## config.mk

```make
export PLATFORM = sky130hd
export DESIGN_NAME = led_frame_dma
export DESIGN_NICKNAME = d
export VERILOG_FILES = /design/src/rtl/led_frame_dma.sv
export SDC_FILE = /design/constraint.sdc
export NUM_CORES = 1
export LEC_CHECK = 0
export BUFFER_PORTS_ARGS = -buffer_cell sky130_fd_sc_hd__buf_2
export CORE_MARGIN = 10
export CORE_UTILIZATION = 30
export CTS_CLUSTER_SIZE = 14
export DETAILED_ROUTE_END_ITERATION = 8
export PLACE_DENSITY_LB_ADDON = 0.1
export SKIP_LAST_GASP = 1
export SYNTH_ARGS = -nofsm -noshare
export SYNTH_HDL_FRONTEND = slang
export SYNTH_SLANG_ARGS = --single-unit
```

## constraint.sdc

```tcl
create_clock -name clk_i -period 13.3 [get_ports clk_i]
set_input_delay 0 -clock clk_i [delete_from_list [all_inputs] [get_ports clk_i]]
set_output_delay 0 -clock clk_i [all_outputs]
set_load 0.01 [all_outputs]
```

## src/rtl/led_frame_dma.sv

```systemverilog
// ---------------------------------------------------------------------------
// led_frame_dma
//
// Copies one LED frame (packed 24-bit RGB pixels held in 32-bit words) from
// system memory into the LED matrix frame memory. The CPU programs the engine
// through a small Wishbone register slave. Source reads and destination writes
// go out on two independent classic-cycle Wishbone masters. In auto mode a
// new frame is copied on every frame_tick_i from the display side.
//
// Register map (cfg_adr_i):
//   0 CTRL    bit0 start (W1 pulse), bit1 auto, bit2 abort (W1 pulse), bit3 ie
//   1 STATUS  bit0 busy, bit1 done (W1C), bit2 err (W1C), bit3 overrun (W1C)
//   2 SRC     source byte address
//   3 DST     destination word address
//   4 COUNT   words to copy
//   5 FRAMES  completed transfers (read-only, wraps)
//   6,7       read 0, writes ignored
//
// Ports:
//   clk_i, rst_i          clock, asynchronous active-high reset
//   cfg_*                 register slave (cyc/stb/we/adr/dat in, dat/ack out)
//   src_*                 read-only master toward system memory
//   dst_*                 write-only master toward matrix memory
//   frame_tick_i          one-cycle display frame pulse, synchronous to clk_i
//   irq_o                 level interrupt, done & ie
//
// States:
//   IDLE | waiting for start or an auto-mode frame tick
//   RD   | source read in flight
//   WR   | destination write in flight
//   DONE | one cycle: set done, count the frame
// ---------------------------------------------------------------------------
module led_frame_dma #(
    parameter int WORDS_MAX = 512,
    parameter int SRC_AW    = 32,
    parameter int DST_AW    = 9
) (
    input  logic              clk_i,
    input  logic              rst_i,

    input  logic              cfg_cyc_i,
    input  logic              cfg_stb_i,
    input  logic              cfg_we_i,
    input  logic [2:0]        cfg_adr_i,
    input  logic [31:0]       cfg_dat_i,
    output logic [31:0]       cfg_dat_o,
    output logic              cfg_ack_o,

    output logic              src_cyc_o,
    output logic              src_stb_o,
    output logic              src_we_o,
    output logic [3:0]        src_sel_o,
    output logic [SRC_AW-1:0] src_adr_o,
    input  logic [31:0]       src_dat_i,
    input  logic              src_ack_i,
    input  logic              src_err_i,

    output logic              dst_cyc_o,
    output logic              dst_stb_o,
    output logic              dst_we_o,
    output logic [3:0]        dst_sel_o,
    output logic [DST_AW-1:0] dst_adr_o,
    output logic [31:0]       dst_dat_o,
    input  logic              dst_ack_i,
    input  logic              dst_err_i,

    input  logic              frame_tick_i,
    output logic              irq_o
);

    localparam int CW = $clog2(WORDS_MAX + 1);

    typedef enum logic [1:0] {
        IDLE = 2'd0,
        RD   = 2'd1,
        WR   = 2'd2,
        DONE = 2'd3
    } state_t;

    state_t state_q, state_d;

    // configuration registers
    logic              ack_q;
    logic [31:0]       rdata_q;
    logic              auto_q;
    logic              ie_q;
    logic              start_q;
    logic              abort_q;
    logic              done_q;
    logic              err_q;
    logic              overrun_q;
    logic [SRC_AW-1:0] src_q;
    logic [DST_AW-1:0] dst_q;
    logic [CW-1:0]     count_q;
    logic [15:0]       frames_q;

    // working copies used during a transfer
    logic [SRC_AW-1:0] wsrc_q;
    logic [DST_AW-1:0] wdst_q;
    logic [CW-1:0]     wrem_q;
    logic [31:0]       hold_q;
    logic              abort_pend_q;
    logic              abort_pend_d;

    logic busy;
    logic req;
    logic wr_en;
    logic wr_ctrl;
    logic wr_status;
    logic abort_now;

    // FSM strobes
    logic latch;
    logic capture;
    logic step;
    logic set_err;
    logic finish;

    assign busy      = (state_q != IDLE);
    assign req       = cfg_cyc_i & cfg_stb_i & ~ack_q;
    assign wr_en     = req & cfg_we_i;
    assign wr_ctrl   = wr_en & (cfg_adr_i == 3'd0);
    assign wr_status = wr_en & (cfg_adr_i == 3'd1);

    // An abort pulse landing in the same cycle as ack/err still counts.
    assign abort_now = abort_pend_q | abort_q;

    // ------------------------------------------------------------------
    // FSM
    // ------------------------------------------------------------------
    always_ff @(posedge clk_i or posedge rst_i) begin
        if (rst_i) begin
            state_q <= IDLE;
        end else begin
            state_q <= state_d;
        end
    end

    always_comb begin
        state_d = state_q;
        latch   = 1'b0;
        capture = 1'b0;
        step    = 1'b0;
        set_err = 1'b0;
        finish  = 1'b0;
        case (state_q)
            IDLE: begin
                // start and tick together still launch only one transfer
                if (start_q | (auto_q & frame_tick_i)) begin
                    latch   = 1'b1;
                    state_d = (count_q == '0) ? DONE : RD;
                end
            end
            RD: begin
                if (src_err_i) begin
                    set_err = 1'b1;
                    state_d = IDLE;
                end else if (src_ack_i) begin
                    capture = 1'b1;
                    state_d = abort_now ? IDLE : WR;
                end
            end
            WR: begin
                if (dst_err_i) begin
                    set_err = 1'b1;
                    state_d = IDLE;
                end else if (dst_ack_i) begin
                    step = 1'b1;
                    if (abort_now) begin
                        state_d = IDLE;
                    end else if (wrem_q == CW'(1)) begin
                        state_d = DONE;
                    end else begin
                        state_d = RD;
                    end
                end
            end
            DONE: begin
                finish  = ~abort_now;
                state_d = IDLE;
            end
            default: state_d = IDLE;
        endcase
    end

    // Abort is remembered only while a transfer is running and is
    // forgotten as soon as the engine is back in IDLE.
    always_comb begin
        abort_pend_d = abort_pend_q | (abort_q & busy);
        if (state_d == IDLE) begin
            abort_pend_d = 1'b0;
        end
    end

    // ------------------------------------------------------------------
    // Register slave
    // ------------------------------------------------------------------
    always_ff @(posedge clk_i or posedge rst_i) begin
        if (rst_i) begin
            ack_q     <= 1'b0;
            rdata_q   <= '0;
            auto_q    <= 1'b0;
            ie_q      <= 1'b0;
            start_q   <= 1'b0;
            abort_q   <= 1'b0;
            done_q    <= 1'b0;
            err_q     <= 1'b0;
            overrun_q <= 1'b0;
            src_q     <= '0;
            dst_q     <= '0;
            count_q   <= '0;
            frames_q  <= '0;
        end else begin
            ack_q   <= req;
            start_q <= wr_ctrl & cfg_dat_i[0];
            abort_q <= wr_ctrl & cfg_dat_i[2];

            if (req) begin
                case (cfg_adr_i)
                    3'd0:    rdata_q <= {28'h0, ie_q, 1'b0, auto_q, 1'b0};
                    3'd1:    rdata_q <= {28'h0, overrun_q, err_q, done_q, busy};
                    3'd2:    rdata_q <= 32'(src_q);
                    3'd3:    rdata_q <= 32'(dst_q);
                    3'd4:    rdata_q <= 32'(count_q);
                    3'd5:    rdata_q <= {16'h0, frames_q};
                    default: rdata_q <= '0;
                endcase
            end

            if (wr_ctrl) begin
                auto_q <= cfg_dat_i[1];
                ie_q   <= cfg_dat_i[3];
            end

            // transfer parameters are frozen while the engine is busy
            if (wr_en && !busy) begin
                case (cfg_adr_i)
                    3'd2:    src_q   <= cfg_dat_i[SRC_AW-1:0];
                    3'd3:    dst_q   <= cfg_dat_i[DST_AW-1:0];
                    3'd4:    count_q <= cfg_dat_i[CW-1:0];
                    default: ;
                endcase
            end

            // sticky flags: a new event wins over a simultaneous clear
            done_q    <= (done_q    & ~(wr_status & cfg_dat_i[1])) | finish;
            err_q     <= (err_q     & ~(wr_status & cfg_dat_i[2])) | set_err;
            overrun_q <= (overrun_q & ~(wr_status & cfg_dat_i[3]))
                         | (frame_tick_i & auto_q & busy);

            if (finish) begin
                frames_q <= frames_q + 16'd1;
            end
        end
    end

    // ------------------------------------------------------------------
    // Transfer datapath
    // ------------------------------------------------------------------
    always_ff @(posedge clk_i or posedge rst_i) begin
        if (rst_i) begin
            wsrc_q       <= '0;
            wdst_q       <= '0;
            wrem_q       <= '0;
            hold_q       <= '0;
            abort_pend_q <= 1'b0;
        end else begin
            abort_pend_q <= abort_pend_d;
            if (latch) begin
                wsrc_q <= src_q;
                wdst_q <= dst_q;
                wrem_q <= count_q;
            end else if (step) begin
                // both addresses wrap naturally at their register width
                wsrc_q <= wsrc_q + SRC_AW'(4);
                wdst_q <= wdst_q + DST_AW'(1);
                wrem_q <= wrem_q - CW'(1);
            end
            if (capture) begin
                hold_q <= src_dat_i;
            end
        end
    end

    // Only the RGB bytes are forwarded; the top byte of each source word
    // is dropped.
    logic unused_hold;
    assign unused_hold = ^hold_q[31:24];

    // ------------------------------------------------------------------
    // Outputs
    // ------------------------------------------------------------------
    assign cfg_ack_o = ack_q;
    assign cfg_dat_o = rdata_q;

    assign src_cyc_o = (state_q == RD);
    assign src_stb_o = (state_q == RD);
    assign src_we_o  = 1'b0;
    assign src_sel_o = 4'hF;
    assign src_adr_o = wsrc_q;

    assign dst_cyc_o = (state_q == WR);
    assign dst_stb_o = (state_q == WR);
    assign dst_we_o  = (state_q == WR);
    assign dst_sel_o = 4'h7;
    assign dst_adr_o = wdst_q;
    assign dst_dat_o = {8'h00, hold_q[23:0]};

    assign irq_o = done_q & ie_q;

endmodule

```

# Yosys cells after proc, flatten, opt, wreduce, memory -nomap -nowiden
# Index checks and enable logic that the tools add are counted.
# W data, S select, Z words.
dict set report totals {
  elab_cells 101
  output_inout_bits 121
  register_bits 185
  inputBits 77
}
dict set report classes {
  mux 30
  n_eq_ne 9
  n_addsub 4
  bitwise_logic 28
  reduce_logical 11
}
# op count
set op_table {}
lappend op_table {{$pmux W32 S6} 1}
lappend op_table {{$mux W32} 2}
lappend op_table {{$add A32 B3 Y32 const B} 1}
lappend op_table {{$mux W10} 2}
lappend op_table {{$mux W2} 9}
lappend op_table {{$mux W9} 2}
lappend op_table {{$and A1 B1 Y1} 17}
lappend op_table {{$add A16 B1 Y16 const B} 1}
lappend op_table {{$mux W1} 12}
lappend op_table {{$eq A10 B1 Y1 const B} 1}
lappend op_table {{$logic_not A10 Y1} 1}
lappend op_table {{$sub A10 B1 Y10 const B} 1}
lappend op_table {{$add A9 B1 Y9 const B} 1}
lappend op_table {{$pmux W2 S4} 1}
lappend op_table {{$eq A3 B2 Y1 const B} 2}
lappend op_table {{$eq A3 B3 Y1 const B} 2}
lappend op_table {{$or A1 B1 Y1} 6}
lappend op_table {{$reduce_and A2 Y1} 3}
lappend op_table {{$not A1 Y1} 5}
lappend op_table {{$eq A2 B2 Y1 const B} 2}
lappend op_table {{$logic_not A2 Y1} 2}
lappend op_table {{$reduce_bool A2 Y1} 2}
lappend op_table {{$eq A3 B1 Y1 const B} 1}
lappend op_table {{$logic_not A3 Y1} 1}
lappend op_table {{other kinds (4)} 4}

# Depth between registers and ports, before layout
dict set report logic_depth {
  word_depth 8
  depth_mapped 8
  ltp_nobuf 7
}

# Least setup slack after synthesis
# OpenSTA, ideal clock, no wires.
dict set report synth_path {
  kind {flip-flop to flip-flop}
  from {reg state_q[0]}
  to {reg wsrc_q[30] (netlist: src_adr_o[30])}
  required_ns 13.163
  path_stages_with_launch 9
  slack_ns 11.373
  setup_ns 0.137
  t_arrival_ns 1.790
  synth_period_minus_slack_ns 1.927
  n_path_buf 1
  path_cell_list {dfrtp_1 -> inv_1 -> ha_1 -> and3b_1 -> and2_1 -> clkbuf_1 -> and4_1 -> xnor2_1 -> a21oi_1}
}
dict set report synth_between {
  elab_chain_len 3
  elab_cells_between_ends 6
  classes_between {eq/ne (1); mux (3); reduce/logical (2)}
}
# item line
set synth_rtl {}
lappend synth_rtl {{start: declaration} 80} ;# state_t state_q, state_d;
lappend synth_rtl {{start signal: assignment} 135} ;# state_q <= state_d;
lappend synth_rtl {{$eq A2 B2 Y1} -}
lappend synth_rtl {{net dst_cyc_o} 58} ;# output logic dst_cyc_o,
lappend synth_rtl {{$mux W1} 146} ;# case (state_q)
lappend synth_rtl {{$reduce_bool A2 Y1 (no source line)} -}
lappend synth_rtl {{end signal: assignment} 270} ;# wsrc_q <= src_q;
lappend synth_rtl {{end signal: assignment} 275} ;# wsrc_q <= wsrc_q + SRC_AW'(4);
lappend synth_rtl {{end: declaration} 98} ;# logic [SRC_AW-1:0] wsrc_q;
# The timed path passes the listed nets, and every way through them passes these cells.
# A chain may end at the register's enable or synchronous reset.

# Final worst setup path
dict set report layout_path {
  from {reg ack_q (netlist: cfg_ack_o)}
  to {reg src_q[28]}
}
dict set report layout_between {
  elab_chain_len 5
}
# item line
set layout_rtl {}
lappend layout_rtl {{start: declaration} 83} ;# logic ack_q;
lappend layout_rtl {{start signal: assignment} 214} ;# ack_q <= req;
lappend layout_rtl {{$not A1 Y1} 120} ;# assign req = cfg_cyc_i & cfg_stb_i & ~ack_q;
lappend layout_rtl {{$and A1 B1 Y1} 120}
lappend layout_rtl {{$and A1 B1 Y1} 121} ;# assign wr_en = req & cfg_we_i;
lappend layout_rtl {{$logic_and A1 B1 Y1} 236} ;# if (wr_en && !busy) begin
lappend layout_rtl {{$reduce_and A2 Y1 (no source line)} -}
lappend layout_rtl {{end signal: assignment} 238} ;# 3'd2: src_q <= cfg_dat_i[SRC_AW-1:0];
lappend layout_rtl {{end: declaration} 92} ;# logic [SRC_AW-1:0] src_q;
# Every way passes these cells.

==> results.toml <==
[yosys]
ys_async_sr_fraction = 1.00
dominant_combinational_cell_family_by_area_after_synthesis = "simple AND/OR/NAND/NOR gates"
synth_seq_cells = 185
yosys.area_share.simple = 0.133
synth_commonest_cells = "185 x sky130_fd_sc_hd__dfrtp_1, 82 x sky130_fd_sc_hd__nor2_1, 55 x sky130_fd_sc_hd__mux2_2"
synth_compound_area_frac = 0.0882
synth.most_common_cell = "sky130_fd_sc_hd__dfrtp_1"
synth.area.top_cells = "sky130_fd_sc_hd__dfrtp_1 54%, sky130_fd_sc_hd__mux2_2 7.2%, sky130_fd_sc_hd__mux2_4 4.7%, sky130_fd_sc_hd__xor2_1 3.7%, sky130_fd_sc_hd__nor2_1 3.6%"
post_synth_fa_ha_maj_area_fraction = 0.0130
synth.largest_area_cell = "sky130_fd_sc_hd__dfrtp_1"
synth-edff-count = 0
seq_area_frac_synth = 0.536
syn_warnings = 0
syn_avg_cell_area_um2 = 11.7
syn_area_um2 = 8630
yosys-mux-area-fraction = 0.129
share_of_yosys_cell_area_claimed_by_the_top_area_cell_type = 0.536
synthFlopType = "sky130_fd_sc_hd__dfrtp_1"
postSynthCellCount = 735
synth-xor-area-share = 0.0598
count_of_different_cell_masters_after_synthesis = 60

[critical_path]
worstPathMaxFanout = 34
worst-path-buf-inv = 2
critical_path_arrival_ps = 3530
critical_path.slowest_cell = "sky130_fd_sc_hd__nand4_4"
crit_path_max_incr_delay_ps = 810
worst_setup_path_start_kind = "flip-flop"
largest_delay_contributor_family_on_the_critical_path = "simple AND/OR/NAND/NOR gates"
crit_path_capture_type = "flip-flop"
worstPathRequired_ps = 13630
timing.critical_path.cells = "nand3b_4 -> inv_1 -> buf_4 -> nand4_4 -> mux2_1"
timing_worst_setup_path_type = "reg -> reg"

[routing]
final_antenna_net_count = 0
first_iter_violations = 321
drt-met1-wl_um = 11700
wl_per_cell_um = 18.5
detail_route.drc_violations = 0
post_drt_via_cell_ratio = 4.67
routed.top_layer = "met4"
dr_wl_met3_um = 1170
drtPass1Iterations = 6
drt_wl_total_um = 25000
amount_of_wire_on_met2_after_detailed_routing_um = 12000
num_vias = 6304

[timing]
period_share = 0.241
timing.final.crit_period_ps = 3200
finalSetupViolations = 0
setup_tns_ps = 0
max_slew_violation_count = 0
max_slew.worst_pin.slew_ps = 1040
setup_repair_after_global_routing_missed_its_margin = "no"
fmax_mhz = 313
finalHoldViolations = 0
max_slew_margin = 0.303
finalClockSkew_ps = 10.3

[clock_network]
clkSlewWorstSetupHoldPaths_ps = 70
cts.htree.levels = 4
tritoncts = "yes"
cts_hold_repair.buffers = 61
cts_buffer_depth = 2
clockRootBuffer = "sky130_fd_sc_hd__clkbuf_16"
cts_inserted_buffers = 17
worst_skew_pair.late_latency_ps = 440
ctsResizeCount = 0
cts.repair_timing.setup_buffer_count = 0
cts_sinks = 185

[outcome]
run_status = "finished clean"

[finish]
final_util = 0.384
final.fill_count = 2904
finalNetCount = 1039
final_layout_size_suffix_gt1_frac = 0.314
multiInputGateArea_um2 = 3720
final-seq-area_um2 = 4630
syn2layout_area_growth_pct = 27.0

[power_and_ir_drop]
ir_worst_vdd_uv = 87.7
leakagePower_nw = 5.32
power.total_w = 0.00204
pwr_density_cell_nw_per_um2 = 186

[global_routing]
globalRouteOverflowTotal = 0
grt_first_pass_wirelength_um = 40300
grt_resource_usage_total = 0.142
grt_start_max_net_pins = 120
antenna_found_initial = 1
grt_pass1_vias = 6830

[place]
port-buffer-count = 172
gp_routability_congestion = 0.749
dp.final_hpwl_um = 17300

[floorplanning]
floorplan.initialDensity = 0.302
die-area_um2 = 36000
fp.dieW_um = 190
ioPinCount = 198
die_height_um = 190
fp.coreArea_um2 = 28500
num_rows = 62

[worst_hold_path]
worst_hold_path_type = "in -> reg"

[job]
max-cap-violations = 0
==> metal layers <==
| metal | GRT usage | vias to the layer above |
|---|---|---|
| li1 | - | 3008 |
| met1 | 0.188 | 3142 |
| met2 | 0.227 | 141 |
| met3 | 0.0353 | 13 |
| met4 | 0.0351 | 0 |
| met5 | 0 | - |
==> worst min-delay path: stages <==
cell,delay (ps)
sky130_fd_sc_hd__buf_2,90
sky130_fd_sc_hd__nor3b_1,40
sky130_fd_sc_hd__a21o_1,170
sky130_fd_sc_hd__nand2_1,70
sky130_fd_sc_hd__a32oi_1,70
==> cells in the final DEF, fill, tap and decap left out, types with 4 or more instances in the layout <==
cell type	synthesis	layout
sky130_fd_sc_hd__clkbuf_16	0	17
sky130_fd_sc_hd__a221oi_1	11	11
sky130_fd_sc_hd__a21oi_1	47	47
sky130_fd_sc_hd__and3_1	9	9
sky130_fd_sc_hd__nor2_1	82	82
sky130_fd_sc_hd__inv_6	0	6
sky130_fd_sc_hd__a22o_1	19	19
sky130_fd_sc_hd__nand2_1	35	34
sky130_fd_sc_hd__xor2_1	36	36
sky130_fd_sc_hd__o21ai_0	6	6
sky130_fd_sc_hd__a21o_1	5	5
sky130_fd_sc_hd__and4_1	10	10
sky130_fd_sc_hd__inv_1	7	6
sky130_fd_sc_hd__dfrtp_1	185	185
sky130_fd_sc_hd__conb_1	2	17
sky130_fd_sc_hd__a22oi_1	8	8
sky130_fd_sc_hd__a31oi_1	8	8
sky130_fd_sc_hd__buf_4	22	4
sky130_fd_sc_hd__dlygate4sd3_1	0	61
sky130_fd_sc_hd__nor3_1	5	5
sky130_fd_sc_hd__mux2_2	55	55
sky130_fd_sc_hd__mux2_4	27	27
sky130_fd_sc_hd__and2_1	9	9
sky130_fd_sc_hd__xnor2_1	23	23
sky130_fd_sc_hd__nand3_1	25	25
sky130_fd_sc_hd__nand4_1	15	15
sky130_fd_sc_hd__ha_1	9	9
sky130_fd_sc_hd__buf_2	8	172
==> kinds of logic after synthesis <==
kind of cell | after synthesis
AOI/OAI and AO/OA | 114
xor gates and xnor gates | 59
adders and majority gates | 9
buffers and inverters | 61
DFF | 185
muxes | 89
other | 2
and+or+nand+nor | 216
==> worst paths after layout <==
path / start / endpoint / slack (ps) / depth (start not counted)
max: cfg_ack_o / src_q[28] / 10100 / 5
min: src_ack_i / state_q[0] / 50 / 5
max reg2reg: cfg_ack_o / src_q[28] / 10100 / 5
min reg2reg: cfg_dat_o[0] / cfg_dat_o[0] / 480 / 2
max in group asynchronous: rst_i / src_adr_o[24] / 11570 / 4
min in group asynchronous: rst_i / hold_q[2] / 290 / 3
==> power breakdown <==
part           switching, W  internal, W  total (W)
clock network      0.000244     0.000282   0.000526
registers          0.000174     0.000742   0.000917
logic              0.000296     0.000303   0.000599
==> layout make-up <==
type                       count  area share
antenna                        1    0.000228
clock buffer                  18      0.0391
clock inverter                14      0.0147
inverter                       8     0.00342
multi-input combinational    504       0.340
sequential                   185       0.422
tap                          384      0.0438
timing repair buffer         237       0.137
==> metrics by stage <==
stage          hold slack [ps]  area, um2  instances  setup slack [ps]
3_5_place_dp               222       9760       1257             10020
6_report                  47.5      11000       1351             10100
2_1_floorplan              129       8690        750              8270
5_1_grt                   59.8      11000       1350              9830
4_1_cts                   33.7      11000       1350             10020
3_3_place_gp               217       9760       1257             10010
==> flip-flops by register name, indices dropped and copies added (netlist names), 2 cells and up <==
signal	flops
dst_q	9
dst_adr_o	9
cfg_dat_o	32
src_q	32
count_q	10
hold_q	24
frames_q	16
wrem_q	10
state_q	2
src_adr_o	32
Note: power is estimated with default switching activity, not from simulation.
